**src/rtl/cntr_pkg.sv**
```systemverilog
// Shared constants and next-count selection encoding for the up/down modulo counter.
package cntr_pkg;

    localparam logic DIR_DOWN  = 1'b0;
    localparam logic DIR_UP    = 1'b1;
    localparam logic MODE_WRAP = 1'b0;
    localparam logic MODE_SAT  = 1'b1;

    typedef enum logic [2:0] {
        HOLD,
        LOAD,
        INC,
        DEC,
        WRAP_LO,
        WRAP_HI,
        CLAMP
    } next_sel_e;

endpackage

```
**src/rtl/cntr_prescaler.sv**
```systemverilog
// Counts enabled cycles and emits a one-cycle tick on every PRESCALE-th one.
module cntr_prescaler #(
    parameter int PRESCALE = 4
) (
    input  logic clk,
    input  logic rst,
    input  logic en,
    input  logic clr,
    output logic tick
);

    localparam int PW = (PRESCALE > 1) ? $clog2(PRESCALE) : 1;
    localparam logic [PW-1:0] LAST = PW'(PRESCALE - 1);

    logic [PW-1:0] cnt;

    assign tick = en && (cnt == LAST);

    always_ff @(posedge clk or posedge rst) begin
        if (rst) begin
            cnt <= '0;
        end else if (clr) begin
            cnt <= '0;
        end else if (en) begin
            cnt <= tick ? '0 : cnt + 1'b1;
        end
    end

endmodule

```
**src/rtl/updn_mod_cntr.sv**
```systemverilog
// Up/down modulo counter with programmable limit, load, wrap/saturate and tc/ovf flags.
// Define CNTR_PRESCALE_EN to step only on every PRESCALE-th enabled cycle.
module updn_mod_cntr
    import cntr_pkg::*;
#(
    parameter int WIDTH    = 8,
    parameter int PRESCALE = 4
) (
    input  logic             clk,
    input  logic             rst,
    input  logic             en,
    input  logic             load,
    input  logic [WIDTH-1:0] load_val,
    input  logic             dir,
    input  logic             sat_mode,
    input  logic [WIDTH-1:0] limit,
    input  logic             clr_ovf,
    output logic [WIDTH-1:0] count,
    output logic             tc,
    output logic             ovf
);

    if ((PRESCALE < 1) || (PRESCALE > 256)) begin : g_bad_prescale
        $error("updn_mod_cntr: PRESCALE must be in 1..256");
    end

    logic tick;

`ifdef CNTR_PRESCALE_EN
    cntr_prescaler #(
        .PRESCALE (PRESCALE)
    ) u_prescaler (
        .clk  (clk),
        .rst  (rst),
        .en   (en),
        .clr  (load),
        .tick (tick)
    );
`else
    assign tick = 1'b1;
`endif

    next_sel_e        sel;
    logic             boundary;
    logic [WIDTH-1:0] next_count;

    // NOTE: defaults come first so every path assigns sel and boundary; no latch is inferred.
    always_comb begin
        sel      = HOLD;
        boundary = 1'b0;
        if (load) begin
            sel = LOAD;
        end else if (en && tick) begin
            if (dir == DIR_UP) begin
                if (count < limit) begin
                    sel = INC;
                end else begin
                    boundary = 1'b1;
                    sel      = (sat_mode == MODE_SAT) ? CLAMP : WRAP_LO;
                end
            end else begin
                if (count > limit) begin
                    sel = CLAMP;
                end else if (count != '0) begin
                    sel = DEC;
                end else begin
                    boundary = 1'b1;
                    sel      = (sat_mode == MODE_SAT) ? WRAP_LO : WRAP_HI;
                end
            end
        end
    end

    always_comb begin
        next_count = count;
        unique case (sel)
            LOAD:    next_count = (load_val > limit) ? limit : load_val;
            INC:     next_count = count + 1'b1;
            DEC:     next_count = count - 1'b1;
            WRAP_LO: next_count = '0;
            WRAP_HI: next_count = limit;
            CLAMP:   next_count = limit;
            default: next_count = count;
        endcase
    end

    // NOTE: non-blocking assignments so every register updates from pre-edge values.
    always_ff @(posedge clk or posedge rst) begin
        if (rst) begin
            count <= '0;
            tc    <= 1'b0;
            ovf   <= 1'b0;
        end else begin
            count <= next_count;
            tc    <= boundary;
            if (boundary) begin
                ovf <= 1'b1;
            end else if (clr_ovf) begin
                ovf <= 1'b0;
            end
        end
    end

endmodule

```
**config.mk**
```make
export PLATFORM = sky130hd
export DESIGN_NAME = updn_mod_cntr
export DESIGN_NICKNAME = d
export VERILOG_FILES = /design/src/rtl/cntr_pkg.sv /design/src/rtl/cntr_prescaler.sv /design/src/rtl/updn_mod_cntr.sv
export SDC_FILE = /design/constraint.sdc
export NUM_CORES = 1
export LEC_CHECK = 0
export ABC_AREA = 1
export CAP_MARGIN = 20
export CORE_ASPECT_RATIO = 0.5
export CORE_UTILIZATION = 51
export DETAILED_ROUTE_END_ITERATION = 8
export PLACE_DENSITY = 0.83
export SETUP_SLACK_MARGIN = 0.02
export SYNTH_ARGS = -nofsm -noshare
export SYNTH_HDL_FRONTEND = slang
export SYNTH_HIERARCHICAL = 1
export SYNTH_SLANG_ARGS = --single-unit
export TNS_END_PERCENT = 5
```
**constraint.sdc**
```tcl
create_clock -name clk -period 3.5 [get_ports clk]
set_input_delay 0.7 -clock clk [delete_from_list [all_inputs] [get_ports clk]]
set_output_delay 0.7 -clock clk [all_outputs]
set_load 0.005 [all_outputs]
```
==> flow_metrics.env <==
export IMPL_grt_max_degree=16
export IMPL_initial_core_util_pct=56.2
export IMPL_clock_latency_ns=0.23
export IMPL_grt_pass1_wl_microns=7720
export IMPL_cts_max_level=1
export IMPL_area_growth_syn_to_layout_pct=54.9
export IMPL_cts_made_buffers=3
export IMPL_slew_violations=0
export IMPL_io_buffers=32
export IMPL_status="complete, no violations"
export IMPL_critPathMaxFanout=6
export IMPL_cap_viol_max_count=0
export IMPL_synth_edf_count=0
export IMPL_place_gp_congestion=0.907
export IMPL_die_area_sq_um=3230
export IMPL_max_freq_ghz=0.290
export IMPL_dieHeight_microns=40.7
export IMPL_synth_top_area_share_pct=18.0
export IMPL_yosysUniqueCellTypes=28
export IMPL_switching_share_pct=42.5
export IMPL_drc_errors=0
export IMPL_ir_drop_mv=0.293
export IMPL_layout_nets=352
export IMPL_syn_nets=285
export IMPL_tritoncts="built"
export IMPL_r2r_cells=19
export IMPL_slew_limit_headroom_pct=72.3
export IMPL_synth_top_cells_by_count="nand2_1 (71), inv_1 (39), nand3_1 (27)"
export IMPL_fin_crit_ns=3.44
export IMPL_clk_pin_slew_ns=0.05
export IMPL_ctsHoldBuffers=0
export IMPL_p_switching_uw=340
export IMPL_worstSetupEndpointType="register"
export IMPL_worstSetupPathType="in2reg"
export IMPL_r2r_setup_slack_ns=0.26
export IMPL_combPwrFrac_pct=59.9
export IMPL_dp_cells=336
export IMPL_grt_overflow_total=0
export IMPL_finClkSkew_ns=0.00248
export IMPL_p_leak_nw=1.27
export IMPL_synth_seq_cells=10
export IMPL_final_layout_size_suffix_gt1_share_pct=25.9
export IMPL_total_power_uw=801
export IMPL_vias=1920
export IMPL_boundaryPins=33
export IMPL_fin_cells=342
export IMPL_antenna_found_initial=0
export IMPL_cts_buffer_depth=2
export IMPL_power_internal_uw=461
export IMPL_cp_required_ns=3.61
export IMPL_die_x_microns=79.4
export IMPL_critPathCapture="count[6]"
export IMPL_drt_initial_drc_count=145
export IMPL_setup_viol=0
export IMPL_period_share_pct=98.4
export IMPL_r2r_end="count[6]"
export IMPL_crit_arrival_ns=3.56
export IMPL_ant_nets=0
export IMPL_drtPass1Iterations=4
export IMPL_vias_per_cell=5.61
export IMPL_num_rows=13
export IMPL_tns_ns=0
export IMPL_power_density_nw_per_um2=339
export IMPL_worst_hold_path_type="reg2reg"
export IMPL_syn_area_sq_um=1530
export IMPL_tightest_slew_ns=0.415
export IMPL_post_synth_top_area_cell="ha_1"
export IMPL_synth_area_leaders="ha_1 (18%), nand2_1 (17%), dfrtp_1 (16%), inv_1 (9.6%), nand3_1 (8.9%)"
export IMPL_min_from="ovf"
export IMPL_p_clk_share_pct=18.3
export IMPL_grt_pass1_vias=1671
export IMPL_cts_root_buffer="clkbuf_8"
export IMPL_grtUsageTotal_pct=33.1
export IMPL_antennaDiodeCount=0
export IMPL_pwr_share_seq_pct=21.7
export IMPL_hpwlAfterDp_microns=3850
export IMPL_yosys_cell_count_top_type="nand2_1"
export IMPL_hold_viol_final=0
export IMPL_yosysSeqAreaShare_pct=16.4
export IMPL_drt_total_wl_microns=5710
export IMPL_clock_sinks=10
export IMPL_ys_warn_count=6
export IMPL_synthArstFlopShare_pct=100
export IMPL_core_sq_um=2720
export IMPL_syn_area_per_cell_sq_um=6.39
export IMPL_wire_per_inst_microns=16.7
export IMPL_crit_start="limit[5]"
export IMPL_r2r_start="count[5]"
export IMPL_startpoint_type="primary input"
export IMPL_synthFlopType="dfrtp_1"
export IMPL_synth_cells=239
## cells in the final DEF (no fill, tap or decap), types with 2 or more instances in the layout
cell	Yosys	routed
a21oi_1	11	9
a21oi_2	2	4
buf_4	0	30
clkbuf_8	0	4
clkdlybuf4s50_1	0	24
dfrtp_1	10	10
dlymetal6s2s_1	0	7
ha_1	22	13
ha_4	0	9
inv_1	39	33
inv_2	1	7
nand2_1	71	67
nand2_2	4	6
nand2_4	1	3
nand3_1	27	25
nand3_2	1	2
nand3_4	1	2
nand4_1	5	5
nor2_1	12	11
nor2_2	4	3
nor2_4	0	2
nor3_1	2	2
o21ai_0	12	12
xnor2_1	2	2
xor2_1	3	3
## logic make-up (layout without fill, tap and decap cells)
kind of cell,count (synthesis),count (layout),share of synthesized area [%]
AND/OR/NAND/NOR,131,131,40.2
buffers and inverters,42,108,11.0
AO/OA/AOI/OAI,28,28,10.2
adder cells (fa/ha/maj),23,23,19.3
flip-flops,10,10,16.4
XOR/XNOR,5,5,2.87
## per-stage QoR
stage | utilization, % | setup slack, ns | hold WS, ns | area, sq um
CTS | 82.0 | 0.0235 | 0.570 | 2230
global placement | 77.3 | -0.225 | 0.530 | 2100
global route | 87.1 | -0.0744 | 0.596 | 2360
detailed placement | 77.3 | -0.338 | 0.558 | 2100
floorplan | - | 0.218 | 0.528 | 1530
finish | 87.1 | 0.0553 | 0.582 | 2360
## worst max-delay path, cell delays in order
cell,delay [ns]
dlygate4sd2_1,0.25
inv_2,0.07
ha_4,0.28
nand2_2,0.07
nor2_4,0.12
nand4_1,0.21
nand2_4,0.16
nand3_4,0.08
nand3_4,0.11
nor2_4,0.05
buf_6,0.14
buf_4,0.14
fa_2,0.39
nand4_1,0.11
nand3_2,0.09
xor2_1,0.16
inv_1,0.09
nand2_1,0.09
nand3_1,0.09
nand2_1,0.08
nand2_1,0.07
## routing by layer
metal / track usage, % / share of wire (%)
met2: 56.9 / 44
met1: 45.2 / 43
met3: 4.00 / 9.2
met4: 10.0 / 3.2
met5: 0 / 0
## worst min path at each step
stage	slack, ns	cells past startpoint	endpoint
global route	0.60	2	ovf
floorplan	0.53	2	ovf
global placement	0.53	2	ovf
finish	0.58	2	ovf
detailed placement	0.56	2	ovf
CTS	0.57	2	ovf
## power groups by stage
| stage | sequential, mW | combinational (mW) | clock [mW] |
|---|---|---|---|
| global placement | 0.163 | 0.389 | 0 |
| global route | 0.175 | 0.522 | 0.150 |
| floorplan | 0.161 | 0.218 | 0 |
| CTS | 0.166 | 0.421 | 0.144 |
| finish | 0.174 | 0.480 | 0.147 |
| detailed placement | 0.164 | 0.400 | 0 |
## sequential cells by signal (all words and copies together), names as in the netlist
register	flops
ovf	1
count	8
tc	1
## cell type report
type	count	area (sq um)
fillers	155	352
clock buffers	4	55.1
flip-flops and latches	10	250
well taps	37	46.3
multi-input cells	187	1280
inverters	41	156
repair buffers	63	573
## timing repair
| item | CTS | global route |
|---|---|---|
| pin swaps | 2 | 16 |
| gates resized for setup | 11 | 29 |
| setup buffers | 0 | 2 |
| endpoints found under the setup margin | 4 | 6 |
No activity file was read; power rests on OpenSTA's default activity.
